$ cat config.mk
export PLATFORM = sky130hd
export DESIGN_NAME = abc_to_dq_seq_flat
export DESIGN_NICKNAME = d
export VERILOG_FILES = /design/src/rtl/abc_to_dq_seq_if.sv /design/src/rtl/abc_to_dq_seq.sv /design/src/flat_wrapper.sv
export SDC_FILE = /design/constraint.sdc
export NUM_CORES = 2
export LEC_CHECK = 0
export ABC_AREA = 1
export CAP_MARGIN = 20
export CORE_MARGIN = 3
export CORE_UTILIZATION = 50
export DETAILED_ROUTE_END_ITERATION = 16
export PLACE_DENSITY_LB_ADDON = 0.2
export SKIP_CTS_REPAIR_TIMING = 1
export SLEW_MARGIN = 10
export SYNTH_ARGS = -nofsm -noshare
export SYNTH_HDL_FRONTEND = slang
export SYNTH_SLANG_ARGS = --single-unit
$ cat constraint.sdc
create_clock -name clk -period 12.7 [get_ports clk]
set_input_delay 2.54 -clock clk [delete_from_list [all_inputs] [get_ports clk]]
set_output_delay 2.54 -clock clk [all_outputs]
set_load 0.005 [all_outputs]
$ cat src/rtl/abc_to_dq_seq_if.sv
// Handshake and data bundle between the phase-current scaler, abc_to_dq_seq and the d/q PI stage.
// Latency: none (wires only).
// Backpressure: in_valid/in_ready on the sample side; out_valid/out_ready on the result side.
interface abc_to_dq_seq_if #(
    parameter int N = 24
);
    logic         in_valid;
    logic         in_ready;
    logic [N-1:0] A;
    logic [N-1:0] B;
    logic [N-1:0] C;
    logic [N-1:0] CosQ;
    logic [N-1:0] SinQ;
    logic         out_valid;
    logic         out_ready;
    logic [N-1:0] d;
    logic [N-1:0] q;

    // Producer of samples / consumer of d,q
    modport master (
        output in_valid, A, B, C, CosQ, SinQ, out_ready,
        input  in_ready, out_valid, d, q
    );

    // The transform block itself
    modport slave (
        input  in_valid, A, B, C, CosQ, SinQ, out_ready,
        output in_ready, out_valid, d, q
    );
endinterface

$ cat src/rtl/abc_to_dq_seq.sv
// Forward Clarke+Park (A,B,C,cos,sin -> d,q) on one shared sign-magnitude multiplier and one adder.
// Latency: out_valid is high after the 5th edge following the accepting edge; initiation interval 7.
// Backpressure: in_ready only in IDLE; d/q held in DONE until out_ready. Macro ABC_TO_DQ_SAT_EN saturates.
module abc_to_dq_seq #(
    parameter int             N           = 24,
    parameter int             Q           = 12,
    parameter logic [Q-1:0]   K_INV_SQRT3 = 12'h93D
) (
    input  logic          clk,
    input  logic          rst,
    abc_to_dq_seq_if.slave bus
);

`ifdef ABC_TO_DQ_SAT_EN
    localparam logic SAT_EN = 1'b1;
`else
    localparam logic SAT_EN = 1'b0;
`endif

    localparam logic [N-1:0] K_WORD = {{(N-Q){1'b0}}, K_INV_SQRT3};

    typedef enum logic [2:0] {
        S_IDLE, S_BETA, S_P1, S_P2, S_P3, S_P4, S_DONE
    } state_t;

    state_t       state, state_nxt;
    logic [N-1:0] alpha_r, cos_r, sin_r, diff_r, beta_r;
    logic [N-1:0] p1_r, p2_r, p3_r, d_acc_r, d_r, q_r;
    logic [N-1:0] mul_a, mul_b, mul_res;
    logic [N-1:0] add_a, add_b, add_res;
    logic         add_sub;

    // Magnitude product, truncated toward zero; high bits wrap or clamp.
    function automatic logic [N-1:0] sm_mul(input logic [N-1:0] a, input logic [N-1:0] b);
        logic [2*N-3:0] prod;
        logic [2*N-3:0] prod_sh;
        logic [N-2:0]   mag;
        prod    = {{(N-1){1'b0}}, a[N-2:0]} * {{(N-1){1'b0}}, b[N-2:0]};
        prod_sh = prod >> Q;
        mag     = prod_sh[N-2:0] | {(N-1){(|prod_sh[2*N-3:N-1]) & SAT_EN}};
        return (mag == '0) ? '0 : {a[N-1] ^ b[N-1], mag};
    endfunction

    // Compare-and-subtract adder; a zero magnitude never carries a minus sign.
    function automatic logic [N-1:0] sm_addsub(input logic [N-1:0] a, input logic [N-1:0] b,
                                               input logic sub);
        logic         b_sign;
        logic [N-1:0] sum;
        logic [N-2:0] mag;
        logic         sign;
        b_sign = b[N-1] ^ sub;
        sum    = '0;
        if (a[N-1] == b_sign) begin
            sum  = {1'b0, a[N-2:0]} + {1'b0, b[N-2:0]};
            mag  = sum[N-2:0] | {(N-1){sum[N-1] & SAT_EN}};
            sign = a[N-1];
        end else if (a[N-2:0] >= b[N-2:0]) begin
            mag  = a[N-2:0] - b[N-2:0];
            sign = a[N-1];
        end else begin
            mag  = b[N-2:0] - a[N-2:0];
            sign = b_sign;
        end
        return (mag == '0) ? '0 : {sign, mag};
    endfunction

    assign mul_res = sm_mul(mul_a, mul_b);
    assign add_res = sm_addsub(add_a, add_b, add_sub);

    assign bus.in_ready  = (state == S_IDLE);
    assign bus.out_valid = (state == S_DONE);
    assign bus.d         = d_r;
    assign bus.q         = q_r;

    // Multiplier operand selection per sequencing step.
    always_comb begin
        mul_a = alpha_r;
        mul_b = cos_r;
        case (state)
            S_BETA:  begin mul_a = diff_r;  mul_b = K_WORD; end
            S_P2:    begin mul_a = beta_r;  mul_b = sin_r;  end
            S_P3:    begin mul_a = beta_r;  mul_b = cos_r;  end
            S_P4:    begin mul_a = alpha_r; mul_b = sin_r;  end
            default: ;
        endcase
    end

    // Adder operand selection: B-C at accept, p1+p2 in P3, p3-(alpha*sin) chained in P4.
    always_comb begin
        add_a   = p1_r;
        add_b   = p2_r;
        add_sub = 1'b0;
        case (state)
            S_IDLE:  begin add_a = bus.B; add_b = bus.C;   add_sub = 1'b1; end
            S_P4:    begin add_a = p3_r;  add_b = mul_res; add_sub = 1'b1; end
            default: ;
        endcase
    end

    // Next-state: one step per cycle, DONE waits for the output handshake.
    always_comb begin
        state_nxt = state;
        case (state)
            S_IDLE:  if (bus.in_valid) state_nxt = S_BETA;
            S_BETA:  state_nxt = S_P1;
            S_P1:    state_nxt = S_P2;
            S_P2:    state_nxt = S_P3;
            S_P3:    state_nxt = S_P4;
            S_P4:    state_nxt = S_DONE;
            S_DONE:  if (bus.out_ready) state_nxt = S_IDLE;
            default: state_nxt = S_IDLE;
        endcase
    end

    // State register.
    always_ff @(posedge clk) begin
        if (rst) state <= S_IDLE;
        else     state <= state_nxt;
    end

    // Datapath registers; d/q outputs only change on entry to DONE.
    always_ff @(posedge clk) begin
        if (rst) begin
            alpha_r <= '0; cos_r <= '0; sin_r <= '0; diff_r <= '0; beta_r <= '0;
            p1_r    <= '0; p2_r  <= '0; p3_r  <= '0; d_acc_r <= '0;
            d_r     <= '0; q_r   <= '0;
        end else begin
            case (state)
                S_IDLE: if (bus.in_valid) begin
                    alpha_r <= bus.A;
                    cos_r   <= bus.CosQ;
                    sin_r   <= bus.SinQ;
                    diff_r  <= add_res;
                end
                S_BETA: beta_r <= mul_res;
                S_P1:   p1_r   <= mul_res;
                S_P2:   p2_r   <= mul_res;
                S_P3: begin
                    p3_r    <= mul_res;
                    d_acc_r <= add_res;
                end
                S_P4: begin
                    d_r <= d_acc_r;
                    q_r <= add_res;
                end
                default: ;
            endcase
        end
    end

endmodule

$ cat src/flat_wrapper.sv
// flat-port wrapper written by rule: the top's interface ports become plain ports
module abc_to_dq_seq_flat 
#(
    parameter int             N           = 24,
    parameter int             Q           = 12,
    parameter logic [Q-1:0]   K_INV_SQRT3 = 12'h93D
)
  (clk, rst, bus_in_valid, bus_A, bus_B, bus_C, bus_CosQ, bus_SinQ, bus_out_ready, bus_in_ready, bus_out_valid, bus_d, bus_q);
  abc_to_dq_seq_if #(.N(N)) bus_i ();
  input  logic clk;
  input  logic rst;
  input wire logic [$bits(bus_i.in_valid)-1:0] bus_in_valid;
  input wire logic [$bits(bus_i.A)-1:0] bus_A;
  input wire logic [$bits(bus_i.B)-1:0] bus_B;
  input wire logic [$bits(bus_i.C)-1:0] bus_C;
  input wire logic [$bits(bus_i.CosQ)-1:0] bus_CosQ;
  input wire logic [$bits(bus_i.SinQ)-1:0] bus_SinQ;
  input wire logic [$bits(bus_i.out_ready)-1:0] bus_out_ready;
  output wire logic [$bits(bus_i.in_ready)-1:0] bus_in_ready;
  output wire logic [$bits(bus_i.out_valid)-1:0] bus_out_valid;
  output wire logic [$bits(bus_i.d)-1:0] bus_d;
  output wire logic [$bits(bus_i.q)-1:0] bus_q;
  assign bus_i.in_valid = bus_in_valid;
  assign bus_i.A = bus_A;
  assign bus_i.B = bus_B;
  assign bus_i.C = bus_C;
  assign bus_i.CosQ = bus_CosQ;
  assign bus_i.SinQ = bus_SinQ;
  assign bus_i.out_ready = bus_out_ready;
  assign bus_in_ready = bus_i.in_ready;
  assign bus_out_valid = bus_i.out_valid;
  assign bus_d = bus_i.d;
  assign bus_q = bus_i.q;
  abc_to_dq_seq #(.N(N), .Q(Q), .K_INV_SQRT3(K_INV_SQRT3)) u_core (.clk(clk), .rst(rst), .bus(bus_i));
endmodule
# Word level (Yosys, flattened, before mapping)

Index checks and enable logic that the tools add are counted.

Bits in registers: 267
Input bits: 124
Output and inout bits: 50

$add $sub $neg: 3
$mul: 1
Order comparisons: 1
Eq/ne operators: 9
Multiplexer cells: 14
Bitwise logic cells: 2
Reduce and logical (&&, ||, !) cells: 8

Operator list:

| cell                 | number |
|---|---|
| $pmux W24 S2         | 4 |
| $mux W24             | 2 |
| $logic_not A23 Y1    | 2 |
| $mux W23             | 2 |
| $sub A23 B23 Y23     | 2 |
| $mul A23 B23 Y35     | 1 |
| $add A23 B23 Y23     | 1 |
| $ge A23 B23 Y1       | 1 |
| $pmux W3 S7          | 1 |
| $eq A3 B3 Y1 const B | 3 |
| $eq A3 B2 Y1 const B | 2 |
| $mux W3              | 2 |
| $reduce_or A2 Y1     | 3 |
| $ne A2 B2 Y1 const B | 2 |
| $reduce_and A2 Y1    | 2 |
| $eq A3 B1 Y1 const B | 1 |
| $logic_not A3 Y1     | 1 |
| $mux W1              | 3 |
| $xor A1 B1 Y1        | 2 |
| $eq A1 B1 Y1         | 1 |

# Logic depth before layout (Yosys ltp)

Depth in word-level cells: 12
Gate-level depth with buffers: 64
Gate-level depth less buffers: 59

# Worst setup path before layout

No wires, ideal clock.

Kind: register -> register
From: register u_core.state[0]
To: register u_core.d_acc_r[23]
Library setup time: 0.129 ns
Arrival time: 9.743 ns
Required time: 12.571 ns
Path slack: 2.828 ns
Cell stages (with the launch flop): 60
Period minus slack after synthesis: 9.872 ns
Cells stage by stage: dfxtp_1 > buf_4 > nor2_1 > nand2_2 > nand2_2 > nor2_2 > buf_4 > clkbuf_1 > a21oi_1 > inv_1 > clkbuf_1 > nand2_1 > fa_1 > fa_1 > inv_1 > fa_1 > inv_1 > fa_1 > (+24 left out) > o21ai_0 > a21oi_1 > inv_1 > a21oi_1 > nand3_2 > inv_2 > buf_2 > o21ai_0 > nand2_1 > nand2_1 > nor2_1 > nand2_1 > inv_1 > nand2_1 > nor2_1 > nand2_1 > nand2_2 > a21oi_1

Cells in the longest elaborated chain, start to end: 12
Elaborated cells between the ends (all ways): 29
Those cells by class: 3 x add/sub; 1 x mul; 1 x order compare; 5 x eq/ne; 11 x mux; 2 x bitwise; 6 x reduce/logical

RTL lines:

| item                                            | line                                     | text |
|---|---|---|
| start: declaration                              | abc_to_dq_seq.sv:26                      | `state_t state, state_nxt;` |
| start signal: assignment                        | abc_to_dq_seq.sv:118                     | `else state <= state_nxt;` |
| $eq A3 B2 Y1, or another cell as far along      | abc_to_dq_seq.sv:79                      | `case (state)` |
| $reduce_or A2 Y1 (no source line)               | n/a                                      |  |
| $pmux W24 S2                                    | abc_to_dq_seq.sv:79                      |  |
| $mul A23 B23 Y35                                | abc_to_dq_seq.sv:38                      | `prod = {{(N-1){1'b0}}, a[N-2:0]} * {{(N-1){1'b0}}, b[N-2:0]};` |
| $logic_not A23 Y1                               | abc_to_dq_seq.sv:41                      | `return (mag == '0) ? '0 : {a[N-1] ^ b[N-1], mag};` |
| $mux W24                                        | abc_to_dq_seq.sv:41                      |  |
| $pmux W24 S2                                    | abc_to_dq_seq.sv:93                      | `case (state)` |
| $sub A23 B23 Y23, or another cell as far along  | abc_to_dq_seq.sv:61                      | `mag = b[N-2:0] - a[N-2:0];` |
| $mux W23 / $eq A1 B1 Y1 (equally long branches) | abc_to_dq_seq.sv:57, abc_to_dq_seq.sv:53 |  |
| $mux W23                                        | abc_to_dq_seq.sv:53                      | `if (a[N-1] == b_sign) begin` |
| $logic_not A23 Y1                               | abc_to_dq_seq.sv:64                      | `return (mag == '0) ? '0 : {sign, mag};` |
| $mux W24                                        | abc_to_dq_seq.sv:64                      |  |
| end signal: assignment                          | abc_to_dq_seq.sv:140                     | `d_acc_r <= add_res;` |
| end: declaration                                | abc_to_dq_seq.sv:28                      | `logic [N-1:0] p1_r, p2_r, p3_r, d_acc_r, d_r, q_r;` |

Parallel ways exist; a longest one is shown, timed or not.
A chain may end at the register's enable or synchronous reset.

# Worst setup path after layout

From: register u_core.state[2]
To: register u_core.q_r[23], in the netlist u_core.bus.q[23]

Cells in the longest elaborated chain, start to end: 12
Elaborated cells between the ends (all ways): 29
Those cells by class: 3 x add/sub; 1 x mul; 1 x order compare; 5 x eq/ne; 11 x mux; 2 x bitwise; 6 x reduce/logical

RTL lines:

| item                                            | line                                     | text |
|---|---|---|
| $eq A3 B2 Y1, or another cell as far along      | abc_to_dq_seq.sv:79                      |  |
| $reduce_or A2 Y1 (no source line)               | n/a                                      |  |
| $pmux W24 S2                                    | abc_to_dq_seq.sv:79                      |  |
| $mul A23 B23 Y35                                | abc_to_dq_seq.sv:38                      |  |
| $logic_not A23 Y1                               | abc_to_dq_seq.sv:41                      |  |
| $mux W24                                        | abc_to_dq_seq.sv:41                      |  |
| $pmux W24 S2                                    | abc_to_dq_seq.sv:93                      |  |
| $sub A23 B23 Y23, or another cell as far along  | abc_to_dq_seq.sv:61                      |  |
| $mux W23 / $eq A1 B1 Y1 (equally long branches) | abc_to_dq_seq.sv:57, abc_to_dq_seq.sv:53 |  |
| $mux W23                                        | abc_to_dq_seq.sv:53                      |  |
| $logic_not A23 Y1                               | abc_to_dq_seq.sv:64                      |  |
| $mux W24                                        | abc_to_dq_seq.sv:64                      |  |
| end signal: assignment                          | abc_to_dq_seq.sv:144                     | `q_r <= add_res;` |
| end: declaration                                | abc_to_dq_seq.sv:28                      |  |

Parallel ways exist; a longest one is shown, timed or not.

==> results.md <==
- Slowest cell on the critical path: inv_1
- Rows: 90
- Drc violations: 0
- Fmax: 0.0840 GHz
- Crit end category: flip-flop
- Global-route wire length before repair: 167000 um
- Max_cap viols: 0
- Core area: 60500 um2
- CTS tree: yes
- Seq/Total Area, Yosys: 17.4%
- Port-buffer cells: 173
- Synthesized area: 30600 um2
- Netlist cell types: 60
- Vias: 28261
- Global placement routability congestion: 1.03
- Die Y: 254 um
- Rel. slew slack: 28.1%
- Worst Path Arrival: 12.41 ns
- Combinational power share: 79.5%
- Layout Nets: 5055
- EDFF count, synth: 0
- Min setup slack post-route: 0.788 ns
- Die Width: 254 um
- Leak: 16.8 nW
- YS warnings: 0
- Shortest period the worst path allows: 11.91 ns
- Worst-Margin Slew: 1.07 ns
- Type of the most critical hold path: reg -> reg
- Largest net degree at the start of global routing: 83
- Setup_tns: 0 ns
- Clock Tree Root: clkbuf_16
- Longest Clk Path Bufs: 3
- Post-Syn Area per Cell: 7.14 um2
- Worst Path Required: 13.20 ns
- CTS sink cnt: 267
- Antenna violations before repair: 1
- Pins Over Slew Limit: 0
- Grt ovf: 0
- Worst-Skew Late Latency: 0.58 ns
- Seq pwr share: 11.1%
- Ports: 174
- Internal: 0.00361 W
- Syn nets: 4981
- Final Cycle Share: 93.8%
- Net Sw Frac: 61.3%
- Status: finished, final reports clean
- Iter 0 DRT Violations: 2383
- Synthesis-to-finish area growth: 11.2%
- Final setup violation count: 0
- Worst setup path class: reg -> reg
- Total track usage: 34.2%
- Top_reg_cell synth: dfxtp_1
- Largest stage delay, worst path: 0.62 ns
- Worst vdd ir: 0.000161 V
- Worst path most repeated cell: nand2_1
- First-pass detailed-route iteration total: 5
- Die ar.: 64300 um2
- Clock-pin slew on the worst setup and hold paths: 0.07 ns
- Sw Pwr: 0.00572 W
- Via density: 5.47
- DP HPWL: 90300 um
- Vias in the first global route: 28305
- Post-Syn Instances: 4290
- Clk_skew: 0.0234 ns
- Pre-CTS setup slack: 0.800 ns
- RSZ-0062 raised after global routing: false
- Crit path max fanout: 22
- PD cells: 274 nW/um2
- CP Launch Type: flip-flop
- Final wirelength: 110000 um
- Asr flop ratio synth: 0%
- Fraction of layout cells with a size suffix above 1: 4.36%
- Num CTS Buffers: 27
- Synth Register Bits: 267
- H-tree depth: 1
- Starting Density: 50.7%
- Clock share of power: 9.5%
- Final Hold Fails: 0
- Routed length per instance: 21.3 um
- Antenna-violating nets left: 0
[critical path: cells and delay by family (launching register included)]
kind,cells,cell delay (ns)
buffers and inverters,11,1.96
adder cells (fa/ha/maj),9,4.34
AO/OA/AOI/OAI,8,1.82
AND/OR/NAND/NOR,24,3.06
flip-flops,1,0.60
[kinds of logic after synthesis]
family	count (synthesis)	share of synthesized area, %
XOR/XNOR	62	1.93
AO/OA/AOI/OAI	733	13.7
adder cells (fa/ha/maj)	567	32.7
flip-flops	267	17.4
AND/OR/NAND/NOR	1542	20.3
buffers and inverters	1119	14.0
[cell type report]
type | instances | area (um2)
repair buffers | 230 | 2160
clock buffers | 34 | 722
inverters | 933 | 3520
clock inverters | 16 | 244
repair inverters | 1 | 7.51
well taps | 782 | 978
flip-flops and latches | 267 | 5350
multi-input cells | 2904 | 21100
fillers | 5905 | 26400
diodes | 1 | 2.50
[power by group through the flow]
stage | sequential, W | clock [W] | combinational, W
after floorplan | 0.00102 | 0 | 0.00456
after global placement | 0.00105 | 0 | 0.00725
after detailed placement | 0.00105 | 0 | 0.00722
after CTS | 0.00103 | 0.000889 | 0.00728
after global routing | 0.00104 | 0.000920 | 0.00802
final | 0.00103 | 0.000883 | 0.00742
[cell usage after synthesis, types with 10 or more instances]
library cell	n	share of area (%)
inv_2	10	0.12
buf_1	13	0.16
a21oi_1	304	5.0
fa_1	388	25
a31oi_1	17	0.35
o21ai_0	220	3.6
nand2_1	979	12
dfxtp_1	267	17
nand3_1	76	1.2
o21bai_1	26	0.64
ha_1	179	7.3
nand4_1	24	0.49
nor2_1	372	4.6
clkbuf_1	153	1.9
nand3b_1	12	0.29
o211ai_1	87	2.1
xor2_1	46	1.3
nor3_1	25	0.41
xnor2_1	11	0.31
o22ai_1	18	0.37
nand2_2	27	0.55
inv_1	911	11
[registers in the layout (all words and copies together) (netlist names)]
name / cells
u_core.bus.q: 24
u_core.beta_r: 24
u_core.state: 3
u_core.p2_r: 24
u_core.bus.d: 24
u_core.p3_r: 24
u_core.p1_r: 24
u_core.d_acc_r: 24
u_core.sin_r: 24
u_core.diff_r: 24
u_core.alpha_r: 24
u_core.cos_r: 24
[routing by layer]
| layer | vias to the layer above | GRT usage, % | part of all wire, % |
|---|---|---|---|
| li1 | 13202 | - | - |
| met1 | 13572 | 44.0 | 40 |
| met2 | 1226 | 57.3 | 47 |
| met3 | 261 | 4.44 | 7.3 |
| met4 | 0 | 16.2 | 5.8 |
| met5 | - | 0 | 0 |
[final timing paths]
check,startpoint,end,slack (ns),cells after the start
worst min register to register,u_core.cos_r[0],u_core.cos_r[0],0.45,2
worst min-delay path,u_core.cos_r[0],u_core.cos_r[0],0.45,2
worst max-delay path,u_core.state[2],u_core.bus.q[23],0.79,52
worst max register to register,u_core.state[2],u_core.bus.q[23],0.79,52
[cell usage in the layout, fill, tap and decap left out, types with 17 or more instances in the layout]
cell type / Yosys / layout
nand2_1: 979 / 978
inv_1: 911 / 907
fa_1: 388 / 388
nor2_1: 372 / 369
a21oi_1: 304 / 299
dfxtp_1: 267 / 267
o21ai_0: 220 / 220
ha_1: 179 / 179
clkdlybuf4s50_1: 0 / 172
o211ai_1: 87 / 87
nand3_1: 76 / 75
buf_4: 8 / 58
xor2_1: 46 / 46
nand2_2: 27 / 27
clkbuf_16: 0 / 27
o21bai_1: 26 / 26
nor3_1: 25 / 24
nand4_1: 24 / 24
o22ai_1: 18 / 18
a31oi_1: 17 / 17
[metrics by stage]
step	total power (W)	hold WS, ns	cell area (um2)	instances	util [%]
floorplan	0.00558	0.425	30600	4290	-
global placement	0.00829	0.442	33100	5116	54.7
detailed placement	0.00826	0.446	33100	5116	54.7
CTS	0.00920	0.456	34000	5166	56.3
global route	0.00999	0.468	34100	5167	56.3
finish	0.00933	0.455	34100	5168	56.3
Power figures use the tool's default switching activity.
